--- src/rtl/fetch_pkg.sv ---
// Shared types and constants for the fetch stage.
package fetch_pkg;

  localparam int unsigned FETCH_ADDR_W = 32;
  localparam int unsigned FETCH_DATA_W = 32;

  // addi x0, x0, 0 -- the canonical bubble
  localparam logic [31:0] NOP_INSTR = 32'h0000_0013;

  typedef enum logic {
    IDLE = 1'b0,
    RUN  = 1'b1
  } fetch_state_t;

  // IF/ID payload at the default widths
  typedef struct packed {
    logic [FETCH_DATA_W-1:0] instr;
    logic [FETCH_ADDR_W-1:0] pc;
    logic [FETCH_ADDR_W-1:0] pcplus4;
    logic                    valid;
  } if_id_t;

endpackage

--- src/rtl/fetch_stage_if.sv ---
// Control, PC-mux and decode-side signals of the fetch stage.
interface fetch_stage_if #(
  parameter int unsigned ADDRESS_WIDTH = 32,
  parameter int unsigned DATA_WIDTH    = 32
);
  logic                     trigger;
  logic                     stallf;
  logic                     stalld;
  logic                     flushd;
  logic [ADDRESS_WIDTH-1:0] next_pc;
  logic [ADDRESS_WIDTH-1:0] pcplus4_f;
  logic [DATA_WIDTH-1:0]    instr_f;
  logic [ADDRESS_WIDTH-1:0] pc_f;
  logic [DATA_WIDTH-1:0]    instr_d;
  logic [ADDRESS_WIDTH-1:0] pc_d;
  logic [ADDRESS_WIDTH-1:0] pcplus4_d;
  logic                     valid_d;
  logic                     running;
  logic [DATA_WIDTH-1:0]    fetch_count;

  modport master (
    output trigger, stallf, stalld, flushd, next_pc, pcplus4_f, instr_f,
    input  pc_f, instr_d, pc_d, pcplus4_d, valid_d, running, fetch_count
  );

  modport slave (
    input  trigger, stallf, stalld, flushd, next_pc, pcplus4_f, instr_f,
    output pc_f, instr_d, pc_d, pcplus4_d, valid_d, running, fetch_count
  );
endinterface

--- src/rtl/if_id_reg.sv ---
// IF/ID pipeline register: flush beats stall beats load; flush inserts a NOP bubble.
module if_id_reg
  import fetch_pkg::*;
#(
  parameter int unsigned ADDRESS_WIDTH = 32,
  parameter int unsigned DATA_WIDTH    = 32
) (
  input  logic                     clk,
  input  logic                     rst,
  input  logic                     flush,
  input  logic                     stall,
  input  logic [DATA_WIDTH-1:0]    instr_in,
  input  logic [ADDRESS_WIDTH-1:0] pc_in,
  input  logic [ADDRESS_WIDTH-1:0] pcplus4_in,
  output logic [DATA_WIDTH-1:0]    instr,
  output logic [ADDRESS_WIDTH-1:0] pc,
  output logic [ADDRESS_WIDTH-1:0] pcplus4,
  output logic                     valid
);

  localparam logic [DATA_WIDTH-1:0] BUBBLE_INSTR = DATA_WIDTH'(NOP_INSTR);

  // Pipeline register update with bubble insertion
  always_ff @(posedge clk or posedge rst) begin
    if (rst) begin
      instr   <= BUBBLE_INSTR;
      pc      <= '0;
      pcplus4 <= '0;
      valid   <= 1'b0;
    end else if (flush) begin
      instr   <= BUBBLE_INSTR;
      pc      <= '0;
      pcplus4 <= '0;
      valid   <= 1'b0;
    end else if (!stall) begin
      instr   <= instr_in;
      pc      <= pc_in;
      pcplus4 <= pcplus4_in;
      valid   <= 1'b1;
    end
  end

endmodule

--- src/rtl/fetch_stage.sv ---
// Fetch stage: run/idle FSM, architectural PC, fetch counter and IF/ID register.
module fetch_stage
  import fetch_pkg::*;
#(
  parameter int unsigned ADDRESS_WIDTH = 32,
  parameter int unsigned DATA_WIDTH    = 32
) (
  input  logic          clk,
  input  logic          rst,
  fetch_stage_if.slave  bus
);

  fetch_state_t             state_q, state_d;
  logic                     run_act;
  logic [ADDRESS_WIDTH-1:0] pc_q;
  logic [DATA_WIDTH-1:0]    count_q;

  // State register
  always_ff @(posedge clk or posedge rst) begin
    if (rst) state_q <= IDLE;
    else     state_q <= state_d;
  end

  // Next state; an edge only does real work when already in RUN with trigger still high
  always_comb begin
    state_d = state_q;
    run_act = 1'b0;
    case (state_q)
      IDLE: if (bus.trigger) state_d = RUN;
      RUN: begin
        if (!bus.trigger) state_d = IDLE;
        else              run_act = 1'b1;
      end
      default: state_d = IDLE;
    endcase
  end

  // PC register: cleared outside active RUN, held on stallf
  always_ff @(posedge clk or posedge rst) begin
    if (rst)          pc_q <= '0;
    else if (!run_act) pc_q <= '0;
    else if (!bus.stallf) pc_q <= bus.next_pc;
  end

  // Fetch counter: one per PC advance, wraps silently
  always_ff @(posedge clk or posedge rst) begin
    if (rst)                          count_q <= '0;
    else if (run_act && !bus.stallf)  count_q <= count_q + DATA_WIDTH'(1);
  end

  if_id_reg #(
    .ADDRESS_WIDTH (ADDRESS_WIDTH),
    .DATA_WIDTH    (DATA_WIDTH)
  ) u_if_id (
    .clk        (clk),
    .rst        (rst),
    .flush      (bus.flushd || !run_act),
    .stall      (bus.stalld),
    .instr_in   (bus.instr_f),
    .pc_in      (pc_q),
    .pcplus4_in (bus.pcplus4_f),
    .instr      (bus.instr_d),
    .pc         (bus.pc_d),
    .pcplus4    (bus.pcplus4_d),
    .valid      (bus.valid_d)
  );

  assign bus.pc_f        = pc_q;
  assign bus.fetch_count = count_q;
  assign bus.running     = (state_q == RUN);

endmodule

--- src/flat_wrapper.sv ---
// flat-port wrapper written by rule: the top's interface ports become plain ports
module fetch_stage_flat import fetch_pkg::*;
#(
  parameter int unsigned ADDRESS_WIDTH = 32,
  parameter int unsigned DATA_WIDTH    = 32
)
  (clk, rst, bus_trigger, bus_stallf, bus_stalld, bus_flushd, bus_next_pc, bus_pcplus4_f, bus_instr_f, bus_pc_f, bus_instr_d, bus_pc_d, bus_pcplus4_d, bus_valid_d, bus_running, bus_fetch_count);
  fetch_stage_if #(.ADDRESS_WIDTH(ADDRESS_WIDTH), .DATA_WIDTH(DATA_WIDTH)) bus_i ();
  input  logic clk;
  input  logic rst;
  input wire logic [$bits(bus_i.trigger)-1:0] bus_trigger;
  input wire logic [$bits(bus_i.stallf)-1:0] bus_stallf;
  input wire logic [$bits(bus_i.stalld)-1:0] bus_stalld;
  input wire logic [$bits(bus_i.flushd)-1:0] bus_flushd;
  input wire logic [$bits(bus_i.next_pc)-1:0] bus_next_pc;
  input wire logic [$bits(bus_i.pcplus4_f)-1:0] bus_pcplus4_f;
  input wire logic [$bits(bus_i.instr_f)-1:0] bus_instr_f;
  output wire logic [$bits(bus_i.pc_f)-1:0] bus_pc_f;
  output wire logic [$bits(bus_i.instr_d)-1:0] bus_instr_d;
  output wire logic [$bits(bus_i.pc_d)-1:0] bus_pc_d;
  output wire logic [$bits(bus_i.pcplus4_d)-1:0] bus_pcplus4_d;
  output wire logic [$bits(bus_i.valid_d)-1:0] bus_valid_d;
  output wire logic [$bits(bus_i.running)-1:0] bus_running;
  output wire logic [$bits(bus_i.fetch_count)-1:0] bus_fetch_count;
  assign bus_i.trigger = bus_trigger;
  assign bus_i.stallf = bus_stallf;
  assign bus_i.stalld = bus_stalld;
  assign bus_i.flushd = bus_flushd;
  assign bus_i.next_pc = bus_next_pc;
  assign bus_i.pcplus4_f = bus_pcplus4_f;
  assign bus_i.instr_f = bus_instr_f;
  assign bus_pc_f = bus_i.pc_f;
  assign bus_instr_d = bus_i.instr_d;
  assign bus_pc_d = bus_i.pc_d;
  assign bus_pcplus4_d = bus_i.pcplus4_d;
  assign bus_valid_d = bus_i.valid_d;
  assign bus_running = bus_i.running;
  assign bus_fetch_count = bus_i.fetch_count;
  fetch_stage #(.ADDRESS_WIDTH(ADDRESS_WIDTH), .DATA_WIDTH(DATA_WIDTH)) u_core (.clk(clk), .rst(rst), .bus(bus_i));
endmodule
--- config.mk ---
export PLATFORM = sky130hd
export DESIGN_NAME = fetch_stage_flat
export DESIGN_NICKNAME = d
export VERILOG_FILES = /design/src/rtl/fetch_pkg.sv /design/src/rtl/fetch_stage_if.sv /design/src/rtl/if_id_reg.sv /design/src/rtl/fetch_stage.sv /design/src/flat_wrapper.sv
export SDC_FILE = /design/constraint.sdc
export NUM_CORES = 1
export LEC_CHECK = 0
export BUFFER_PORTS_ARGS = -buffer_cell sky130_fd_sc_hd__buf_2
export CAP_MARGIN = 20
export CORE_UTILIZATION = 45
export CTS_BUF_LIST = sky130_fd_sc_hd__clkbuf_4 sky130_fd_sc_hd__clkbuf_8
export DETAILED_ROUTE_END_ITERATION = 16
export HOLD_SLACK_MARGIN = 0.12
export PLACE_DENSITY = 0.72
export SYNTH_ARGS = -nofsm -noshare
export SYNTH_HDL_FRONTEND = slang
export SYNTH_SLANG_ARGS = --single-unit
--- constraint.sdc ---
create_clock -name clk -period 5.9 [get_ports clk]
set_input_delay 0.885 -clock clk [delete_from_list [all_inputs] [get_ports clk]]
set_output_delay 0.885 -clock clk [all_outputs]
set_load 0.01 [all_outputs]
# [Word-level counts from Yosys, hierarchy flattened]
# Index checks and enable logic that the tools add are counted.
[classes] n_addsub=1 mul=0 div=0 n_lt_le_gt_ge=0 eq_ne=2 shifts=0 n_mux=12 bitwise_logic=0 reduce_logical=4
[ops] operator="$mux 32" n=8
[ops] operator="$add 32x1->32 const B" n=1
[ops] operator="$mux 1" n=4
[ops] operator="$logic_not 1->1" n=2
[ops] operator="$ne 2x1->1 const B" n=1
[ops] operator="$ne 2x2->1 const B" n=1
[ops] operator="$logic_and 1x1->1" n=1
[ops] operator="$logic_or 1x1->1" n=1
[word_totals] regBits=162 latchBits=0 ram_bits=0 mem_bits_ro=0 in_bits=102 output_inout_bits=162 wordCells=26 memories=0

# [Depth between registers and ports, before layout]
# Gate-level depths: netlist of the first run.
[depth] word_depth=5 ltp_mapped=6 mapped_depth_nobuf=5

# [By module]
# From an unflattened synthesis of the first run, not the netlist that was laid out.
[hier_totals] cells_unflattened=517 area_unflattened_um2=6560.0
[modules_own_cells] module="if_id_reg" instances=1 cells_per_inst=314 area_each_um2=3928.8 seq_area_each_um2=2431.1
[modules_own_cells] module="fetch_stage" instances=1 cells_per_inst=203 area_each_um2=2631.3 seq_area_each_um2=1626.6

# [Least setup slack after synthesis of the first run]
# No wires, ideal clock.
[synth_timing] path_type="input -> register" startpoint="input port bus_stallf" endpoint="register u_core.count_q[22] (netlist: u_core.bus.fetch_count[22])" setup_time_ps=126 arrival_time_ps=1897 required_ps=5774 path_slack_ps=3877 cell_stages=4 n_path_buf=0 path_cell_list="nand4b_1 nor4_4 nand4_1 xnor2_1"
[synth_between] elab_chain_cells=2
[synth_rtl] element="from (decl)" line_no="flat_wrapper.sv:12" source="input wire logic [$bits(bus_i.stallf)-1:0] bus_stallf;"
[synth_rtl] element="$logic_not 1->1"
[synth_rtl] element="$logic_and 1x1->1" line_no="fetch_stage.sv:48" source="else if (run_act && !bus.stallf) count_q <= count_q + DATA_WIDTH'(1);"
[synth_rtl] element="to (signal assigned)" line_no="fetch_stage.sv:48"
[synth_rtl] element="to (decl)" line_no="fetch_stage.sv:16" source="logic [DATA_WIDTH-1:0] count_q;"
# Every way passes these cells.
# A chain may end at the register's enable or synchronous reset.

# [Worst setup path in the final report of the first run]
[layout_timing] startpoint="input port bus_stalld" endpoint="register u_core.u_if_id.pcplus4[13]"
[layout_between] elab_chain_cells=1
[layout_rtl] element="from (decl)" line_no="flat_wrapper.sv:13" source="input wire logic [$bits(bus_i.stalld)-1:0] bus_stalld;"
[layout_rtl] element="$ne 2x1->1 (no line)"
[layout_rtl] element="to (signal assigned)" line_no="if_id_reg.sv:38" source="pcplus4 <= pcplus4_in;"
[layout_rtl] element="to (decl)" line_no="if_id_reg.sv:17" source="output logic [ADDRESS_WIDTH-1:0] pcplus4,"
# Every way passes these cells.

==> results of run 1 <==
## kinds of logic (layout without fill, tap and decap cells)
group	count (synthesis)	count (layout)	share of synthesized area (%)
fa+ha+maj	1	1	0.1930
mux	94	94	14.53
compound gates	36	36	4.806
other cells	0	1	0
xor+xnor	31	31	4.188
simple gates	156	156	11.25
buf+inv	39	309	2.432
flops	162	162	62.59
## layout make-up
type | instances | area, um^2
fill | 1195 | 5620
sequential | 162 | 4058
multi-input combinational | 318 | 2272
timing repair buffer | 269 | 1384
clock buffer | 25 | 306.5
tap | 180 | 225.2
clock inverter | 7 | 85.08
inverter | 8 | 35.03
antenna | 1 | 2.502
## registers in the layout, summed over array words and instances (netlist names)
| signal | cells |
|---|---|
| u_core.u_if_id.pc | 32 |
| u_core.u_if_id.pcplus4 | 32 |
| u_core.u_if_id.valid | 1 |
| u_core.bus.pc_f | 32 |
| u_core.u_if_id.instr | 32 |
| u_core.bus.fetch_count | 32 |
| u_core.bus.running | 1 |
## where the power goes
part	internal (mW)	total, mW	switching (mW)
combinational	0.0941	0.210	0.116
clock	0.424	0.793	0.369
sequential	1.14	1.18	0.0341
total	1.66	2.18	0.520
## per-stage QoR
stage	area (um^2)	setup slack (ns)	instances	power [mW]	hold slack, ns
2_1_floorplan	6482	0.6433	519	1.313	0.5074
3_3_place_gp	7946	3.090	936	1.403	0.4602
3_5_place_dp	7946	2.999	936	1.410	0.4712
4_1_cts	8338	3.489	968	2.205	0.4849
5_1_grt	8366	3.403	969	2.286	0.5140
6_report	8368	3.490	970	2.179	0.4824
## placed cells by master, fill, tap and decap left out, types with 2 or more instances in the layout
master     netlist  layout
a211o_1          3       3
nor3_1           4       4
clkbuf_4         0       6
clkbuf_8         0      19
dfrtp_1        159     159
bufinv_16        0       2
and4_1           2       2
inv_1            8       7
buf_4            0       6
mux2i_1         93      93
nor2b_1          3       3
nand4_1         14      14
clkinv_2         0       5
and3_1           6       6
dfstp_2          3       3
xnor2_1         26      26
nor2_1         100      99
nand2_1         11      11
nand3_1          9       9
a22o_1          32      32
xor2_1           5       5
buf_2            9     262
## final timing paths
check / from / end / slack [ns] / depth (start not counted)
setup / recovery: bus_stalld / u_core.u_if_id.pcplus4[13] / 3.49 / 4
hold / removal: u_core.bus.fetch_count[31] / u_core.bus.fetch_count[31] / 0.48 / 1
setup reg to reg: u_core.bus.fetch_count[0] / u_core.bus.fetch_count[28] / 3.95 / 5
hold reg to reg: u_core.bus.fetch_count[31] / u_core.bus.fetch_count[31] / 0.48 / 1
max in group asynchronous: rst / u_core.bus.pc_f[1] / 3.88 / 3
min in group asynchronous: rst / u_core.bus.fetch_count[25] / 0.59 / 2
## per-layer routing
metal	track usage [%]	wire length (um)	share of wire [%]
met3	6.320	1067	7.0
met5	0	0	0
met1	26.20	6393	42
met4	9.568	358	2.3
met2	33.86	7467	49
## worst register-to-register path, delay by kind of cell (launching register included)
family                   cells  cell delay (ns)
XOR/XNOR                     1             0.16
flip-flops                   1             0.43
AND/OR/NAND/NOR              3             1.07
adder cells (fa/ha/maj)      1             0.17
==> impl_metrics.toml, run 1 <==
[logic_synthesis]
avgSynthCellArea_um2 = 12.49
synthTopCellsByArea = "dfrtp_1 61%, mux2i_1 14%, nor2_1 5.8%"
ys_top_cells_by_count = "159 x dfrtp_1, 100 x nor2_1, 93 x mux2i_1, 32 x a22o_1, 26 x xnor2_1"
ys.flop_type = "dfrtp_1"
synth_cell_type_count = 29
yosys_register_bits = 162
syn_inst = 519
synth_area_um2 = 6482
synthArstFlopShare_pct = 100.0
syn_nets = 622
ys_seq_area_share_pct = 62.59
ys_warn_count = 0
yosysMostFrequentCell = "dfrtp_1"
synth_top_area_share_pct = 61.38
synth-edff-count = 0
yosys.area.top_type = "dfrtp_1"

[timing]
setup_viol = 0
hold_viol_final = 0
slew_headroom_pct = 26.77
clock_skew_ns = 0.01159
clock.fmax_mhz = 415.0
tightest_slew_ns = 1.098
min_period_ns = 2.410
rsz0062_at_grt = "no"
finalSetupTns_ns = 0
maxSlewViolCount = 0
finalCritPeriodShare_pct = 40.85

[critical_path]
crit_path_top_delay_cell = "buf_4"
path_buf_inv = 2
required_ns = 6.20
startpoint_type = "input pin"
cp_top_family = "buffers and inverters"
cp-end-kind = "register"
max_stage_delay_ns = 0.81
crit_fanout = 66
critical_path_class = "input pin to register"
path_cells = "buf_4, buf_4, mux2i_1, nor2_1"
critical_path.most_common_cell = "buf_4"
cp.arrival_ns = 2.71

[global_routing]
grt_pass1_vias = 4765
grt_pass1_wl_um = 24040
gr-total-overflow = 0
grt_start_max_net_pins = 98
track_usage_pct = 21.10
antenna_found_initial = 1

[run_status]
status = "completed"

[power_and_ir_drop]
vdd_drop_max_mv = 0.1394
power-per-cell-area_nw_per_um2 = 260.4
power_leakage_nw = 4.705

[floorplan]
num_rows = 43
core_area_um2 = 13990
die-area_um2 = 14890
ios = 264
die_w_um = 122.0
start_util_pct = 46.34
die_h_um = 122.0

[clock_network]
clk_transition_reported_paths_ns = 0.08
cts_sinks = 162
cts-root-buf = "clkbuf_8"
post_cts_hold_buffer_count = 0
clock_latency_ns = 0.44
post-cts-setup-buffer-count = 0
cts_tree = "done"
cts_buffers = 17
clock_path_buffers = 2
htreeDepth = 4
ctsResizeCount = 0

[place]
place_hpwl_um = 10660
numPortBuffers = 263
gp_congestion = 0.7694

[drt]
drt-vias-per-instance = 5.033
wl_per_cell_um = 15.76
drt_drc_violations_left = 0
dr_total_vias = 4882
wl_um = 15290
drt_iter0_markers = 230
drt_first_pass_iters = 4
ant_nets = 0

[min_path]
hold_class = "register to register"

[final_layout]
num-nets-final = 879
drive_gt1_share_pct = 39.54
post-route-util_pct = 59.82
area_growth_pct = 29.09

[run]
maxCapViolCount = 0
Note: power is estimated with default switching activity, not from simulation.
==> run 2, diff against run 1 <==
clock period = 2.3 ns   (was 5.9 ns; I/O delays follow)
==> impl_metrics.toml, run 2 (synthesis gave the netlist of run 1 again) <==
[run_status]
status = "completed"

[critical_path]
startpoint_type = "register"
max_stage_delay_ns = 0.59
crit_path_top_delay_cell = "nor4_4"
r2r_setup_slack_ns = 0.35
crit_fanout = 9
path_cells = "ha_1, nand4b_1, nor4_4, nand3_1, xnor2_1"
cp-end-kind = "register"
required_ns = 2.61
critical_path_class = "register to register"
cp.arrival_ns = 2.26

[clock_network]
cts_tree = "done"
cts-root-buf = "clkbuf_8"
cts_buffers = 17
clk_transition_reported_paths_ns = 0.09
clock_latency_ns = 0.44
cts_sinks = 162
clock_path_buffers = 2
htreeDepth = 4

[timing]
finalSetupTns_ns = 0
finalCritPeriodShare_pct = 84.64
hold_viol_final = 0
setup_viol = 0
clock.fmax_mhz = 513.7
slew_headroom_pct = 51.89
rsz0062_at_grt = "no"
min_period_ns = 1.947
tightest_slew_ns = 0.7178
maxSlewViolCount = 0
clock_skew_ns = 0.009765

[final_layout]
area_growth_pct = 36.81
drive_gt1_share_pct = 38.07
num-nets-final = 920
final_common_cell = "buf_2"
mostFrequentLayoutCells = "262 x buf_2, 159 x dfrtp_1, 99 x nor2_1, 93 x mux2i_1, 37 x dlygate4sd3_1"
diodes = 0

[min_path]
hold_class = "input pin to register"

[global_routing]
track_usage_pct = 21.71
grt_pass1_wl_um = 24920
antenna_found_initial = 0
grt_start_max_net_pins = 97
grt_pass1_vias = 5008
gr-total-overflow = 0

[floorplan]
start_util_pct = 46.34
core_area_um2 = 13990
num_rows = 43
die_w_um = 122.0
ios = 264
die-area_um2 = 14890
die_h_um = 122.0

[run]
maxCapViolCount = 0

[power_and_ir_drop]
total_power_mw = 5.892
power-per-cell-area_nw_per_um2 = 664.4
power_leakage_nw = 4.896
vdd_drop_max_mv = 0.3401

[drt]
wl_um = 15960
wl_per_cell_um = 15.80
dr_total_vias = 5100
ant_nets = 0
drt-vias-per-instance = 5.050
drt_iter0_markers = 234
drt_first_pass_iters = 5
drt_drc_violations_left = 0

[place]
gp_congestion = 0.8422
place_hpwl_um = 11000
numPortBuffers = 263
## run 2: cell count changes in the layout (fill, tap and decap cells not counted), sizes merged
cell	previous run	this run
dlygate4sd3	0	37
clkinvlp	0	5
buf	269	273
clkinv	5	1
bufinv	2	4
clkbuf	25	23
diode	1	0
inv	8	7
## run 2: final timing paths
path | cells after the start | to | start
min in group asynchronous | 4 | u_core.bus.fetch_count[30] | rst
worst min-delay path | 3 | u_core.u_if_id.pcplus4[2] | bus_pcplus4_f[2]
max in group asynchronous | 4 | u_core.u_if_id.pc[9] | rst
worst max register to register | 5 | u_core.bus.fetch_count[24] | u_core.bus.fetch_count[0]
worst min register to register | 1 | u_core.bus.fetch_count[31] | u_core.bus.fetch_count[31]
worst max-delay path | 5 | u_core.bus.fetch_count[24] | u_core.bus.fetch_count[0]
## run 2: where the power goes
| part | internal (mW) | leakage [nW] | switching (mW) |
|---|---|---|---|
| combinational | 0.297 | 2.46 | 0.314 |
| sequential | 2.93 | 2.22 | 0.0873 |
| clock | 1.27 | 0.213 | 0.995 |
| total | 4.50 | 4.90 | 1.40 |
## run 2: layout make-up
class | instances | area [um^2]
fill | 1128 | 5120
sequential | 162 | 4058
multi-input combinational | 318 | 2272
timing repair buffer | 310 | 1839
clock buffer | 23 | 285.3
tap | 180 | 225.2
clock inverter | 9 | 155.1
inverter | 8 | 33.78
## run 2: per-stage QoR
stage | setup slack [ns] | area [um^2] | hold WS (ns) | util, % | cells
2_1_floorplan | -0.09937 | 6486 | 0.3764 | - | 519
3_3_place_gp | 0.5062 | 8058 | 0.4664 | 57.60 | 941
3_5_place_dp | 0.3650 | 8058 | 0.4658 | 57.60 | 941
4_1_cts | 0.3407 | 8859 | 0.1212 | 63.33 | 1009
5_1_grt | 0.2421 | 8869 | 0.1223 | 63.40 | 1010
6_report | 0.3532 | 8869 | 0.1477 | 63.40 | 1010
## run 2: critical path: cells and delay by family, from the launching register on
| kind | cells | cell delay (ns) |
|---|---|---|
| xor gates and xnor gates | 1 | 0.16 |
| adders and majority gates | 1 | 0.19 |
| DFF | 1 | 0.43 |
| and+or+nand+nor | 3 | 1.03 |
## run 2: routing by layer
layer | global-route usage [%] | wire length (um) | up-vias
met5 | 0 | 0 | -
met2 | 36.55 | 8125 | 197
met4 | 8.873 | 323 | 0
met1 | 26.44 | 6554 | 2512
li1 | - | - | 2370
met3 | 5.618 | 956 | 21
## run 2: timing repair
| action | CTS | global route |
|---|---|---|
| hold buffers | 36 | 1 |
| setup buffers | 0 | 0 |
| endpoints found under the hold margin | 194 | 1 |
| gates resized for setup | 0 | 0 |
